**src/rtl/prefix_add_pkg.sv**
```systemverilog
// Shared types for the prefix adder and its registered output stage.
package prefix_add_pkg;

   localparam int unsigned ADD_W = 8;

   typedef struct packed {
      logic [ADD_W-1:0] sum;
      logic             cout;
      logic             zero;
      logic             neg;
      logic             ovf;
   } res_t;

   typedef enum logic [1:0] {
      EMPTY = 2'd0,
      ONE   = 2'd1,
      TWO   = 2'd2
   } stage_state_t;

   // Signed overflow: operands share a sign and the sum's sign differs from it.
   function automatic res_t calc_flags(input logic [ADD_W-1:0] sum,
                                       input logic             cout,
                                       input logic             a_msb,
                                       input logic             b_msb);
      res_t r;
      r.sum  = sum;
      r.cout = cout;
      r.zero = (sum == '0);
      r.neg  = sum[ADD_W-1];
      r.ovf  = (a_msb == b_msb) && (sum[ADD_W-1] != a_msb);
      return r;
   endfunction

endpackage

```
**src/rtl/prefix_add_out_stage_skid.sv**
```systemverilog
// Two-entry skid buffer on res_t with a registered in_ready.
module skid_buf2
   import prefix_add_pkg::*;
(
   input  logic clk,
   input  logic rst,
   input  logic in_valid,
   output logic in_ready,
   input  res_t in_data,
   output logic out_valid,
   input  logic out_ready,
   output res_t out_data
);

   stage_state_t state, next_state;
   res_t         m, s;
   logic         accept, xfer;
   logic         load_m_in, load_m_s, load_s;

   assign accept    = in_valid && in_ready;
   assign xfer      = out_valid && out_ready;
   assign out_valid = (state != EMPTY);
   assign out_data  = m;

   always_comb begin
      next_state = state;
      load_m_in  = 1'b0;
      load_m_s   = 1'b0;
      load_s     = 1'b0;
      unique case (state)
         EMPTY: if (accept) begin
            load_m_in  = 1'b1;
            next_state = ONE;
         end
         ONE: begin
            if (accept && xfer) begin
               load_m_in = 1'b1;
            end else if (accept) begin
               load_s     = 1'b1;
               next_state = TWO;
            end else if (xfer) begin
               next_state = EMPTY;
            end
         end
         TWO: if (xfer) begin
            load_m_s   = 1'b1;
            next_state = ONE;
         end
         default: next_state = EMPTY;
      endcase
   end

   always_ff @(posedge clk or posedge rst) begin
      if (rst) begin
         state    <= EMPTY;
         in_ready <= 1'b1;
         m        <= '0;
         s        <= '0;
      end else begin
         state    <= next_state;
         // Registered ready looks ahead at the next state so it is never late.
         in_ready <= (next_state != TWO);
         if (load_m_in)     m <= in_data;
         else if (load_m_s) m <= s;
         if (load_s)        s <= in_data;
      end
   end

endmodule

```
**src/rtl/prefix_add_out_stage.sv**
```systemverilog
// Registered output stage for the 8-bit prefix adder: flags, skid buffer, debug counters.
module prefix_add_out_stage
   import prefix_add_pkg::*;
#(
   parameter int unsigned WIDTH = ADD_W,
   parameter int unsigned CNT_W = 16
) (
   input  logic             clk,
   input  logic             rst,
   input  logic             in_valid,
   output logic             in_ready,
   input  logic [WIDTH-1:0] in_sum,
   input  logic             in_cout,
   input  logic             in_a_msb,
   input  logic             in_b_msb,
   output logic             out_valid,
   input  logic             out_ready,
   output logic [WIDTH-1:0] out_sum,
   output logic             out_cout,
   output logic             out_zero,
   output logic             out_neg,
   output logic             out_ovf,
   output logic             sticky_ovf,
   input  logic             clr,
   output logic [CNT_W-1:0] xfer_cnt
);

   res_t in_res, out_res;
   logic accept, xfer;

   assign in_res = calc_flags(in_sum, in_cout, in_a_msb, in_b_msb);

   skid_buf2 u_skid (
      .clk       (clk),
      .rst       (rst),
      .in_valid  (in_valid),
      .in_ready  (in_ready),
      .in_data   (in_res),
      .out_valid (out_valid),
      .out_ready (out_ready),
      .out_data  (out_res)
   );

   assign accept   = in_valid && in_ready;
   assign xfer     = out_valid && out_ready;
   assign out_sum  = out_res.sum;
   assign out_cout = out_res.cout;
   assign out_zero = out_res.zero;
   assign out_neg  = out_res.neg;
   assign out_ovf  = out_res.ovf;

   always_ff @(posedge clk or posedge rst) begin
      if (rst) begin
         sticky_ovf <= 1'b0;
         xfer_cnt   <= '0;
      end else begin
         if (accept && in_res.ovf) sticky_ovf <= 1'b1;
         else if (clr)             sticky_ovf <= 1'b0;

         if (clr)                          xfer_cnt <= xfer ? CNT_W'(1) : '0;
         else if (xfer && xfer_cnt != '1)  xfer_cnt <= xfer_cnt + 1'b1;
      end
   end

endmodule

```
**config.mk**
```make
export PLATFORM = sky130hd
export DESIGN_NAME = prefix_add_out_stage
export DESIGN_NICKNAME = d
export VERILOG_FILES = /design/src/rtl/prefix_add_pkg.sv /design/src/rtl/prefix_add_out_stage_skid.sv /design/src/rtl/prefix_add_out_stage.sv
export SDC_FILE = /design/constraint.sdc
export NUM_CORES = 1
export LEC_CHECK = 0
export ABC_CLOCK_PERIOD_IN_PS = 1800
export CORE_MARGIN = 8
export CORE_UTILIZATION = 40
export DETAILED_ROUTE_END_ITERATION = 10
export GPL_TIMING_DRIVEN = 0
export PLACE_DENSITY = 0.66
export SETUP_SLACK_MARGIN = 0.2
export SYNTH_ARGS = -nofsm -noshare
export SYNTH_HDL_FRONTEND = slang
export SYNTH_SLANG_ARGS = --single-unit
export TNS_END_PERCENT = 1
```
**constraint.sdc**
```tcl
create_clock -name clk -period 1.8 [get_ports clk]
set_clock_uncertainty 0.05 [all_clocks]
set_input_delay 0.36 -clock clk [delete_from_list [all_inputs] [get_ports clk]]
set_output_delay 0.36 -clock clk [all_outputs]
set_load 0.01 [all_outputs]
```
# Yosys cells after proc, flatten, opt, wreduce, memory -nomap -nowiden
# Index checks and enable logic that the tools add are counted.
[word_totals]
ff_bits = 44
latch_bits = 0
mem_bits_rw = 0
mem_bits_ro = 0
in_bits = 16
out_inout_bits = 31
elab_cells = 53
mem_count = 0
[classes]
addsub = 1
multipliers = 0
n_div = 0
n_lt_le_gt_ge = 0
n_eq_ne = 6
shifts = 0
n_mux = 20
bitwise_logic = 0
n_reduce_logical = 12
[ops]
columns = ["cell", "n"]
rows = [
  ["$mux W16", 2],
  ["$mux W12", 2],
  ["$add A16 B1 Y16 const B", 1],
  ["$ne A16 B16 Y1 const B", 1],
  ["$mux W2", 5],
  ["$mux W1", 9],
  ["$logic_not A8 Y1", 1],
  ["$reduce_bool A2 Y1", 4],
  ["$logic_and A1 B1 Y1", 6],
  ["$pmux W2 S3", 1],
  ["$eq A2 B1 Y1 const B", 1],
  ["$eq A2 B2 Y1 const B", 1],
  ["$logic_not A2 Y1", 1],
  ["$ne A2 B2 Y1 const B", 1],
  ["$pmux W1 S2", 1],
  ["$eq A1 B1 Y1", 1],
  ["$ne A1 B1 Y1", 1],
]

# Logic depth before layout (Yosys ltp)
[logic_depth]
depth_word = 7
depth_mapped = 6
ltp_nobuf = 5

# Hierarchy
# Synthesis repeated with hierarchy kept, for this count alone.
[hier_totals]
cells_unflattened = 191
area_unflattened_um2 = 2199.6
[modules_own_cells]
columns = ["mod", "n_inst", "cells_each", "area_each_um2", "seq_area_each_um2"]
rows = [
  ["skid_buf2", 1, 81, 1203.7, 676.9],
  ["prefix_add_out_stage", 1, 110, 996.0, 425.4],
]

# Least setup slack after synthesis
# Ideal clock, no wire load.
[synth_path]
path_type = "reg2reg"
start = "register xfer_cnt[6]"
end = "register xfer_cnt[4]"
setup_ns = 0.128
arrival_time_ns = 1.520
required_time_ns = 1.622
setup_slack_ns = 0.102
path_stages_with_launch = 7
n_path_buf = 2
period_less_slack_ns = 1.698
path_cell_list = "dfrtp_1 and4_1 buf_6 and2_1 buf_4 a21oi_1 mux2_1"
[synth_via]
elab_chain_len = 3
[synth_lines]
columns = ["item", "line", "rtl"]
rows = [
  ["start, declared", "prefix_add_out_stage.sv:25", "output logic [CNT_W-1:0] xfer_cnt"],
  ["start signal, assigned", "prefix_add_out_stage.sv:60", "if (clr) xfer_cnt <= xfer ? CNT_W'(1) : '0;"],
  ["start signal, assigned", "prefix_add_out_stage.sv:61", "else if (xfer && xfer_cnt != '1) xfer_cnt <= xfer_cnt + 1'b1;"],
  ["$ne A16 B16 Y1", "prefix_add_out_stage.sv:61", ""],
  ["$logic_and A1 B1 Y1", "prefix_add_out_stage.sv:61", ""],
  ["$reduce_bool A2 Y1 (no source line)", "--", ""],
]
# No other way between the ends.
# A chain may end at the register's enable or synchronous reset.

# Worst setup path after layout
[layout_path]
start = "register xfer_cnt[1]"
end = "output xfer_cnt[1]"
# No word-level cell between the ends.

==> reports/results.ini <==
[finish]
diodes = 0
nets = 270
mostFrequentLayoutCells = 42 x clkdlybuf4s50_1, 35 x dfrtp_1, 13 x a21oi_1
nFillCells = 484
layout-drive-gt1-share = 0.220
syn_to_final_growth_pct = 37.0
layout_commonest_cell = clkdlybuf4s50_1
fin_util = 0.566

[sta]
maxSlewHeadroom = 0.682
final-setup-viol-count = 0
finalCritPeriodShare = 0.967
fin_crit_ps = 1740
fmax_mhz = 574
grt_setup_unrepaired = true
hold_viol = 0
drv_slew = 0
tightest_slew_ps = 473
finalSetupTns_ps = 0

[critical_path]
crit_arrival_ps = 1330
crit_type = flip-flop to primary output
startpoint_type = flip-flop
slowest_delay_ps = 520
critPathLaunch = xfer_cnt[1]$_DFFE_PP0P_
required_ps = 1390
crit_path_max_fanout = 3
crit_chain = buf_4, clkdlybuf4s50_1
worstSetupEndpointType = primary output
cpMaxStageDelayCell = clkdlybuf4s50_1
timing.rr.start = xfer_cnt[6]$_DFFE_PP0P_

[floorplan]
core.rowCount = 26
die_y_um = 88.4
num_io_pins = 47
start_util = 0.413
core_um2 = 5070
die_x_um = 88.4
dieArea_um2 = 7810

[routing]
vias = 1772
wl_mm = 5.04
drt_iter0_drc = 47
drc_errors = 0
dr.pass1.iters = 4
wl_per_cell_um = 15.5
vias_per_cell = 5.47
ant_nets = 0

[grt]
track_usage = 0.136
grt_pass1_wl_mm = 8.47
overflow = 0
grt_pass1_vias = 1757
antenna_found_initial = 0
grt_start_max_net_pins = 24

[yosys]
ys.flop_type = dfrtp_1
syn-num-nets = 210
synth-seq-area-share = 0.502
ys.warnings.count = 0
netlist_instances = 193
ys_async_sr_fraction = 1.00
ys_ff_latch = 42
synth_area_um2 = 2090
synth-edff-count = 0
synthDistinctLibCells = 46
syn_avg_cell_area_um2 = 10.9

[place]
routabilityCongestion = 0.825
hpwlAfterDp_mm = 3.56
portBuffers = 45

[clocking]
clk_latency_ps = 290
htreeDepth = 2
path_clk_slew_ps = 90
cts_tree = done
cts_root_buf = clkbuf_8
cts_buffers = 5
clockBufferDepth = 2
hold_buffers = 0
cts.sink_count = 42

[power_and_ir_drop]
seqPwrFrac = 0.420
pwr-share-clk = 0.226
leakagePower_uw = 0.00121
vdd_drop_max_mv = 0.474
internal-power_uw = 2320
power.net_switching_uw = 947
switching_share = 0.290
power.density_nw_per_um2 = 1140
pwr-share-comb = 0.354

[status]
status = finished clean

[hold_path]
hold_path.class = input pin to async pin

[flow_run]
max-cap-violations = 0

[layer usage]
| layer | global-route usage | vias up | wire, um |
|---|---|---|---|
| li1 | - | 854 | - |
| met1 | 0.168 | 878 | 2270 |
| met2 | 0.221 | 35 | 2410 |
| met3 | 0.0381 | 5 | 294 |
| met4 | 0.0461 | 0 | 51 |
| met5 | 0 | - | 0 |
[synthesized netlist by cell type, drive strengths merged (2+ instances only)]
| cell | count | area (um2) |
|---|---|---|
| nor3 | 3 | 15.0 |
| and3b | 2 | 17.5 |
| clkbuf | 3 | 11.3 |
| nor4 | 3 | 18.8 |
| inv | 6 | 22.5 |
| nand4 | 7 | 65.1 |
| nand2b | 2 | 12.5 |
| a22o | 9 | 78.8 |
| o31ai | 4 | 30.0 |
| nor2 | 9 | 33.8 |
| buf | 7 | 51.3 |
| a31oi | 2 | 12.5 |
| and4 | 2 | 17.5 |
| or4 | 5 | 37.5 |
| or3 | 2 | 12.5 |
| mux2 | 13 | 146 |
| nand3 | 5 | 25.0 |
| o211ai | 2 | 15.0 |
| and3 | 2 | 12.5 |
| nand2 | 9 | 36.3 |
| nor2b | 4 | 25.0 |
| a221o | 2 | 20.0 |
| o41ai | 2 | 17.5 |
| a21o | 10 | 75.1 |
| o21ai | 5 | 25.0 |
| dfrtp | 41 | 1030 |
| and2 | 5 | 31.3 |
| a21oi | 15 | 75.1 |
[layout make-up]
cell class,instances,area (um2),share of cell area
buffer,10,76.3,0.0266
clock buffer,6,72.6,0.0253
clock inverter,2,37.5,0.0131
inverter,6,22.5,0.00785
multi-input combinational,135,993,0.346
sequential,42,1060,0.369
tap,70,87.6,0.0305
timing repair buffer,53,520,0.181
[cells by family after synthesis]
group	share of synthesized area
AO/OA/AOI/OAI	0.198
multiplexers	0.0747
adder cells (fa/ha/maj)	0.00597
flip-flops	0.502
AND/OR/NAND/NOR	0.179
buffers and inverters	0.0406
[worst max-delay path: cells and delay by family (launching register included)]
| kind | cells | cell delay (ps) |
|---|---|---|
| buffers and inverters | 2 | 650 |
| DFF | 1 | 380 |
[repair_timing]
action	CTS	global route
setup endpoints to repair	66	64
gates resized for setup	7	14
pin swaps	0	1
buffers inserted	2	5
[sequential cells by signal, indices dropped and copies added (netlist names)]
signal	count
xfer_cnt	16
u_skid.out_data	11
u_skid.s	11
u_skid.state	2
sticky_ovf	1
u_skid.in_ready	1
[path summary, 6_finish.rpt]
| check | to | slack (ps) | cells past startpoint |
|---|---|---|---|
| max | xfer_cnt[1] | 60 | 2 |
| max reg2reg | xfer_cnt[4]$_DFFE_PP0P_ | 90 | 6 |
| max in group asynchronous | u_skid.in_ready$_DFF_PP1_ | 800 | 3 |
| min | u_skid.out_data[3]$_DFFE_PP0P_ | 330 | 2 |
| min reg2reg | u_skid.out_data[9]$_DFFE_PP0P_ | 430 | 1 |
| min in group clk | u_skid.out_data[9]$_DFFE_PP0P_ | 430 | 1 |
[power by group through the flow]
stage                     clock network, uW  registers (uW)  logic (uW)
after floorplan                           0            1440         521
after global placement                    0            1400        1030
after detailed placement                  0            1410        1050
after CTS                               772            1380        1090
after global routing                    805            1410        1270
final                                   739            1370        1160
[metrics by stage]
step / instances / setup slack (ps) / power (uW) / instance area [um2] / hold WS, ps
after floorplan: 193 / 141 / 1960 / 2110 / 422
after global placement: 308 / -533 / 2430 / 2650 / 407
after detailed placement: 309 / -491 / 2460 / 2670 / 414
after CTS: 319 / 23.7 / 3250 / 2800 / 340
after global routing: 324 / -7.38 / 3490 / 2870 / 373
final: 324 / 58.8 / 3270 / 2870 / 329
(Power assumes the default switching activity.)
